$ cat src/rtl/alu_issue_queue.sv
// alu_issue_queue: buffered issue stage in front of a combinational ALU.
//   Requests (opcode, op1, op2, tag) enter over in_valid/in_ready into a
//   DEPTH-entry FIFO. The FIFO head drives the ALU inputs combinationally.
//   The ALU result is captured with the head tag into a single output slot
//   that hands off to writeback over out_valid/out_ready.
// Ports:
//   clk, rst_n                  clock, asynchronous active-low reset
//   in_valid/in_ready           request handshake (in_ready = count < DEPTH)
//   in_opcode/in_op1/in_op2     request opcode and operands
//   in_tag                      request tag, returned with the result
//   alu_operand1/2, alu_opcode  head entry to the ALU (zero when empty)
//   alu_result                  combinational result from the ALU
//   out_valid/out_ready         result handshake
//   out_result/out_tag          registered result and its tag
//   out_illegal                 result's opcode was outside 0001..0101
//   count                       FIFO occupancy
module alu_issue_queue #(
  parameter int unsigned WIDTH = 32,
  parameter int unsigned DEPTH = 4,
  parameter int unsigned TAG_W = 4
) (
  input  logic                       clk,
  input  logic                       rst_n,
  input  logic                       in_valid,
  output logic                       in_ready,
  input  logic [3:0]                 in_opcode,
  input  logic [WIDTH-1:0]           in_op1,
  input  logic [WIDTH-1:0]           in_op2,
  input  logic [TAG_W-1:0]           in_tag,
  output logic [WIDTH-1:0]           alu_operand1,
  output logic [WIDTH-1:0]           alu_operand2,
  output logic [3:0]                 alu_opcode,
  input  logic [WIDTH-1:0]           alu_result,
  output logic                       out_valid,
  input  logic                       out_ready,
  output logic [WIDTH-1:0]           out_result,
  output logic [TAG_W-1:0]           out_tag,
  output logic                       out_illegal,
  output logic [$clog2(DEPTH):0]     count
);

  localparam int unsigned PW = $clog2(DEPTH);
  localparam int unsigned CW = PW + 1;

  typedef struct packed {
    logic [3:0]       opcode;
    logic [WIDTH-1:0] op1;
    logic [WIDTH-1:0] op2;
    logic [TAG_W-1:0] tag;
  } entry_t;

  entry_t         mem [DEPTH];
  entry_t         head;
  logic [PW-1:0]  wr_ptr;
  logic [PW-1:0]  rd_ptr;
  logic           enq;
  logic           deq;
  logic           slot_free;
  logic           not_empty;
  logic           head_illegal;

  // Handshake decisions; in_ready depends on registered count only.
  always_comb begin
    in_ready     = (count < CW'(DEPTH));
    not_empty    = (count != '0);
    slot_free    = !out_valid || out_ready;
    enq          = in_valid && in_ready;
    deq          = not_empty && slot_free;
    head         = mem[rd_ptr];
    head_illegal = (head.opcode == 4'd0) || (head.opcode > 4'd5);
  end

  // Head entry to the ALU; idle inputs are zero when the queue is empty.
  always_comb begin
    alu_operand1 = '0;
    alu_operand2 = '0;
    alu_opcode   = 4'd0;
    if (not_empty) begin
      alu_operand1 = head.op1;
      alu_operand2 = head.op2;
      alu_opcode   = head.opcode;
    end
  end

  // Storage array; contents need no reset since count gates every read.
  always_ff @(posedge clk) begin
    if (enq) begin
      mem[wr_ptr] <= '{opcode: in_opcode, op1: in_op1, op2: in_op2, tag: in_tag};
    end
  end

  // Pointers wrap naturally because DEPTH is a power of two.
  always_ff @(posedge clk or negedge rst_n) begin
    if (!rst_n) begin
      wr_ptr <= '0;
      rd_ptr <= '0;
      count  <= '0;
    end else begin
      if (enq) wr_ptr <= wr_ptr + PW'(1);
      if (deq) rd_ptr <= rd_ptr + PW'(1);
      case ({enq, deq})
        2'b10:   count <= count + CW'(1);
        2'b01:   count <= count - CW'(1);
        default: count <= count;
      endcase
    end
  end

  // Output slot: load on dequeue, empty on handoff with nothing behind it.
  always_ff @(posedge clk or negedge rst_n) begin
    if (!rst_n) begin
      out_valid   <= 1'b0;
      out_result  <= '0;
      out_tag     <= '0;
      out_illegal <= 1'b0;
    end else if (deq) begin
      out_valid   <= 1'b1;
      out_result  <= alu_result;
      out_tag     <= head.tag;
      out_illegal <= head_illegal;
    end else if (out_valid && out_ready) begin
      out_valid   <= 1'b0;
    end
  end

endmodule

$ cat config.mk
export PLATFORM = sky130hd
export DESIGN_NAME = alu_issue_queue
export DESIGN_NICKNAME = d
export VERILOG_FILES = /design/src/rtl/alu_issue_queue.sv
export SDC_FILE = /design/constraint.sdc
export NUM_CORES = 1
export LEC_CHECK = 0
export CAP_MARGIN = 10
export CORE_ASPECT_RATIO = 1.1
export CORE_MARGIN = 2
export CORE_UTILIZATION = 24
export CTS_CLUSTER_DIAMETER = 60
export CTS_CLUSTER_SIZE = 14
export DETAILED_ROUTE_END_ITERATION = 10
export GPL_ROUTABILITY_DRIVEN = 1
export PLACE_DENSITY = 0.49
export SLEW_MARGIN = 20
export SYNTH_ARGS = -nofsm -noshare
export SYNTH_HDL_FRONTEND = slang
export SYNTH_SLANG_ARGS = --single-unit
$ cat constraint.sdc
create_clock -name clk -period 3.15 [get_ports clk]
set_input_delay 0.7875 -clock clk [delete_from_list [all_inputs] [get_ports clk]]
set_output_delay 0.7875 -clock clk [all_outputs]
set_load 0.01 [all_outputs]
; ---- Yosys cells after proc, flatten, opt, wreduce, memory -nomap -nowiden
; Memory sizes are Yosys's and may differ from the RTL's.
; Cells that the tools add are included.
[word_totals]
mem_bits_rw = 288
inputBits = 108
out_inout_bits = 110
register_bits = 45
n_memories = 1
[op_classes]
n_eq_ne = 2
n_addsub = 4
mux = 8
n_reduce_logical = 10
order_cmp = 2
[memory_table]
columns = name, words, word_bits, read_ports, rd_ports_with_merged_regs, wr, line
row1 = mem, 4, 72, 1, 0, 1, 52  ; entry_t mem [DEPTH];
[ops]
columns = cell, count
row1 = $mux 32, 2
row2 = $pmux 3 s2, 1
row3 = $add 2x1->2 const B, 2
row4 = $gt 4x3->1 const B, 1
row5 = $logic_not 4->1, 1
row6 = $mux 1, 4
row7 = $mux 4, 1
row8 = $reduce_bool 2->1, 2
row9 = $add 3x1->3 const B, 1
row10 = $logic_and 1x1->1, 3
row11 = $lt 3x3->1 const B, 1
row12 = $reduce_bool 3->1, 1
row13 = $sub 3x1->3 const B, 1
row14 = $eq 2x1->1 const B, 1
row15 = $eq 2x2->1 const B, 1
row16 = $logic_or 1x1->1, 2
row17 = $logic_not 1->1, 1

; ---- Logic depth before layout (Yosys ltp)
[depth]
ltp_word = 5
mapped_depth = 11
ltp_nobuf = 8

; ---- Least setup slack after synthesis
; Ideal clock, no wire load.
[synth_path]
path_kind = input -> register
from = in in_valid
to = mem mem[2][0] in the netlist's numbering, enable pin
t_arrival_ns = 2.843
cell_stages = 3
path_buffers = 1
setup_ns = 0.438
path_slack_ns = -0.131
cell_sequence = nor2b_1 clkbuf_1 and2_1
[synth_via]
elab_chain_cells = 3
[synth_rtl]
columns = element, line
row1 = "start, declared", 24  ; input logic in_valid,
row2 = $logic_and 1x1->1, 67  ; enq = in_valid && in_ready;
row3 = $mux 1, 87  ; if (enq) begin
row4 = $mux 1 (implied by the code), 88  ; mem[wr_ptr] <= '{opcode: in_opcode, op1: in_op1, op2: in_op2, tag: in_tag};
row5 = "end, declared", 52
; Every way passes these cells.

; ---- Worst setup path in the final report
[layout_path]
from = reg rd_ptr[0]
to = out alu_operand2[27]
[layout_via]
elab_chain_cells = 2
[layout_rtl]
columns = element, line
row1 = "start, declared", 55  ; logic [PW-1:0] rd_ptr;
row2 = "start signal, assigned", 100  ; if (deq) rd_ptr <= rd_ptr + PW'(1);
row3 = $mem_v2 4x72, n/a
row4 = $mux 32, 78  ; if (not_empty) begin
row5 = "end, declared", 31  ; output logic [WIDTH-1:0] alu_operand2,
; Every way passes these cells.

==> qor.yml <==
clock_network:
  clkTransAtPathRegs_ns: 0.06
  cts_inserted_buffers: 38
  clock-sinks: 333
  hold_buffers: 0
  clock_path_buffers: 3
  clk_latency_ns: 0.54
  tritoncts: "built"
  cts-htree-levels: 2
  root_buffer: "clkbuf_16"
timing:
  min_period_ns: 3.084
  finalClockSkew_ns: 0.01659
  finalCritPeriodShare: 0.9791
  slew_violations: 0
  finalSetupViolations: 0
  hold_viol: 0
  tightest_slew_ns: 0.6328
  rsz0062_at_grt: "yes"
  slew_headroom: 0.5782
  max_freq_mhz: 324.2
run_status:
  status: "finished clean"
final_layout:
  seqCellArea_sq_mm: 0.009782
  multi_input_area_sq_mm: 0.002763
  postLayoutCoreUtil: 0.3325
  n_antenna_cell: 0
  fillers: 5006
  nNetsFinal: 968
  layout_commonest_cell: "edfxtp_1"
  finish.instance_area_sq_mm: 0.01739
  area_delta_synth_final_pct: 37.25
  drive_gt1_frac: 0.3011
  layout_common_cells: "edfxtp_1, clkdlybuf4s50_1, mux4_2, and2_1, dfrtp_1"
routing:
  ant_nets: 0
  post-route-drc-count: 0
  viasPerCell: 4.137
  wl_per_cell_microns: 19.86
  routed_wl_mm: 30.88
  first_pass_iters: 4
  vias: 6433
  first_iter_violations: 380
pwr:
  leakage_uw: 0.006015
  ir_drop_uv: 408.3
  powerDensity_mw_per_mm2: 937.0
synthesis:
  yosys.cell_types.count: 26
  ys_seq_elements: 333
  synth-seq-area-share: 0.7716
  yosysWarnings: 0
  synth_top_area_share: 0.6827
  netlist_area_sq_mm: 0.01267
  synth_top_area_cell: "edfxtp_1"
  synth_area_leaders: "edfxtp_1, mux4_2, dfrtp_1"
  syn_nets: 689
  postSynthAreaPerCell_sq_um: 22.03
  syn-instance-count: 575
worst_setup_path:
  crit_type: "reg2out"
  worstPathRequired_ns: 2.36
  crit_start: "rd_ptr[0]$_DFFE_PN0P_"
  worstPathArrival_ns: 2.30
  r2r_start: "count[0]$_DFFE_PN0P_"
  crit_fanout: 8
  cp-start-kind: "flip-flop"
  end_kind: "output port"
floorplanning:
  initial_core_util: 0.2422
  design.die.area_sq_mm: 0.05464
  core_sq_mm: 0.05230
  die_h_microns: 245.0
  num_io_pins: 218
  die_w_microns: 223.1
  num_rows: 88
placed_design:
  routabilityCongestion: 0.6881
  numPortBuffers: 217
  dpl_cell_area_sq_mm: 0.01596
  dpl.hpwl_mm: 18.26
grt:
  antenna_found_initial: 5
  grt_pass1_vias: 7079
  grt.overflow.total: 0
  track_usage: 0.1139
  grt_max_degree: 44
  grt_first_pass_wirelength_mm: 45.70
job:
  max_cap_viol_count: 0
worst_hold_path:
  hold_class: "in2async"
==> state kept, by name, indices dropped and copies added, names as in the netlist <==
register / flops
out_illegal: 1
count: 3
mem: 288
out_result: 32
out_tag: 4
wr_ptr: 2
out_valid: 1
rd_ptr: 2
==> layer usage <==
layer / share of wire / vias to the layer above / track usage
met3: 0.090 / 49 / 0.04800
met5: 0.0015 / - / 0
met2: 0.45 / 207 / 0.1779
li1: - / 2859 / -
met4: 0.019 / 8 / 0.03178
met1: 0.44 / 3310 / 0.1449
==> path summary, 6_finish.rpt <==
| kind | depth (start not counted) | slack [ns] | end |
|---|---|---|---|
| min in group clk | 1 | 0.50 | out_result[6]$_DFFE_PN0P_ |
| hold / removal | 1 | 0.27 | out_result[27]$_DFFE_PN0P_ |
| max in group asynchronous | 2 | 2.27 | out_result[6]$_DFFE_PN0P_ |
| hold reg to reg | 1 | 0.50 | out_result[6]$_DFFE_PN0P_ |
| setup reg to reg | 9 | 0.89 | count[2]$_DFFE_PN0P_ |
| setup / recovery | 6 | 0.07 | alu_operand2[27] |
==> synthesized netlist by cell type <==
cell type	n
xor2_1	2
nand2b_1	2
nor2_1	1
a31oi_1	1
edfxtp_1	288
inv_1	7
mux2i_1	1
xnor2_1	4
mux4_2	72
clkbuf_1	14
o21ai_0	1
fa_1	1
ha_1	5
and2_1	72
nand2_1	1
buf_1	1
mux2_4	7
nor2b_1	1
a21oi_1	2
buf_6	3
mux2_2	29
nand3_1	1
buf_2	11
or3_1	2
dfrtp_1	45
and2_4	1
==> worst max-delay path: stages (launching register included) <==
cell           delay [ns]
dfrtp_4              0.49
buf_6                0.15
buf_12               0.13
buf_16               0.14
mux4_2               0.41
and2_1               0.16
dlygate4sd2_1        0.27
==> report_power, final <==
group          leakage [uW]  internal [uW]  switching [uW]
Combinational       0.00229           3400            2790
Clock              0.000587           2430            1830
Sequential          0.00314           5620             233
Total               0.00602          11400            4850
==> repair_timing <==
action,in CTS,in global routing
setup buffers,16,5
pin swaps,2,0
gates cloned,4,1
gates resized for setup,151,28
setup endpoints to repair,68,48
hold endpoints to repair,0,0
==> cell type report <==
type	instances	share of cell area
Sequential cell	333	0.5626
Tap cell	675	0.04857
Clock buffer	49	0.06073
Inverter	7	0.001511
Multi-Input combinational cell	206	0.1589
Clock inverter	17	0.009786
Timing Repair Buffer	268	0.1579
==> cell families after synthesis <==
family                   share of synthesized area
AO/OA/AOI/OAI                             0.001679
XOR/XNOR                                  0.004148
adder cells (fa/ha/maj)                   0.006519
buffers and inverters                      0.01353
flip-flops                                  0.7716
multiplexers                                0.1629
AND/OR/NAND/NOR                            0.03970
==> metrics by stage <==
step | worst slack [ns] | instances | hold WS, ns | power, uW | TNS, ns
after floorplan | 0.6529 | 575 | 0.4919 | 8996 | 0
after global placement | 0.3328 | 1465 | 0.4876 | 12160 | 0
after detailed placement | 0.3233 | 1465 | 0.4940 | 12170 | 0
after CTS | -0.1169 | 1551 | 0.2418 | 16750 | -0.4829
after global routing | -0.05475 | 1555 | 0.2767 | 17280 | -0.1699
final | 0.06568 | 1555 | 0.2706 | 16290 | 0
(Power assumes the default switching activity.)
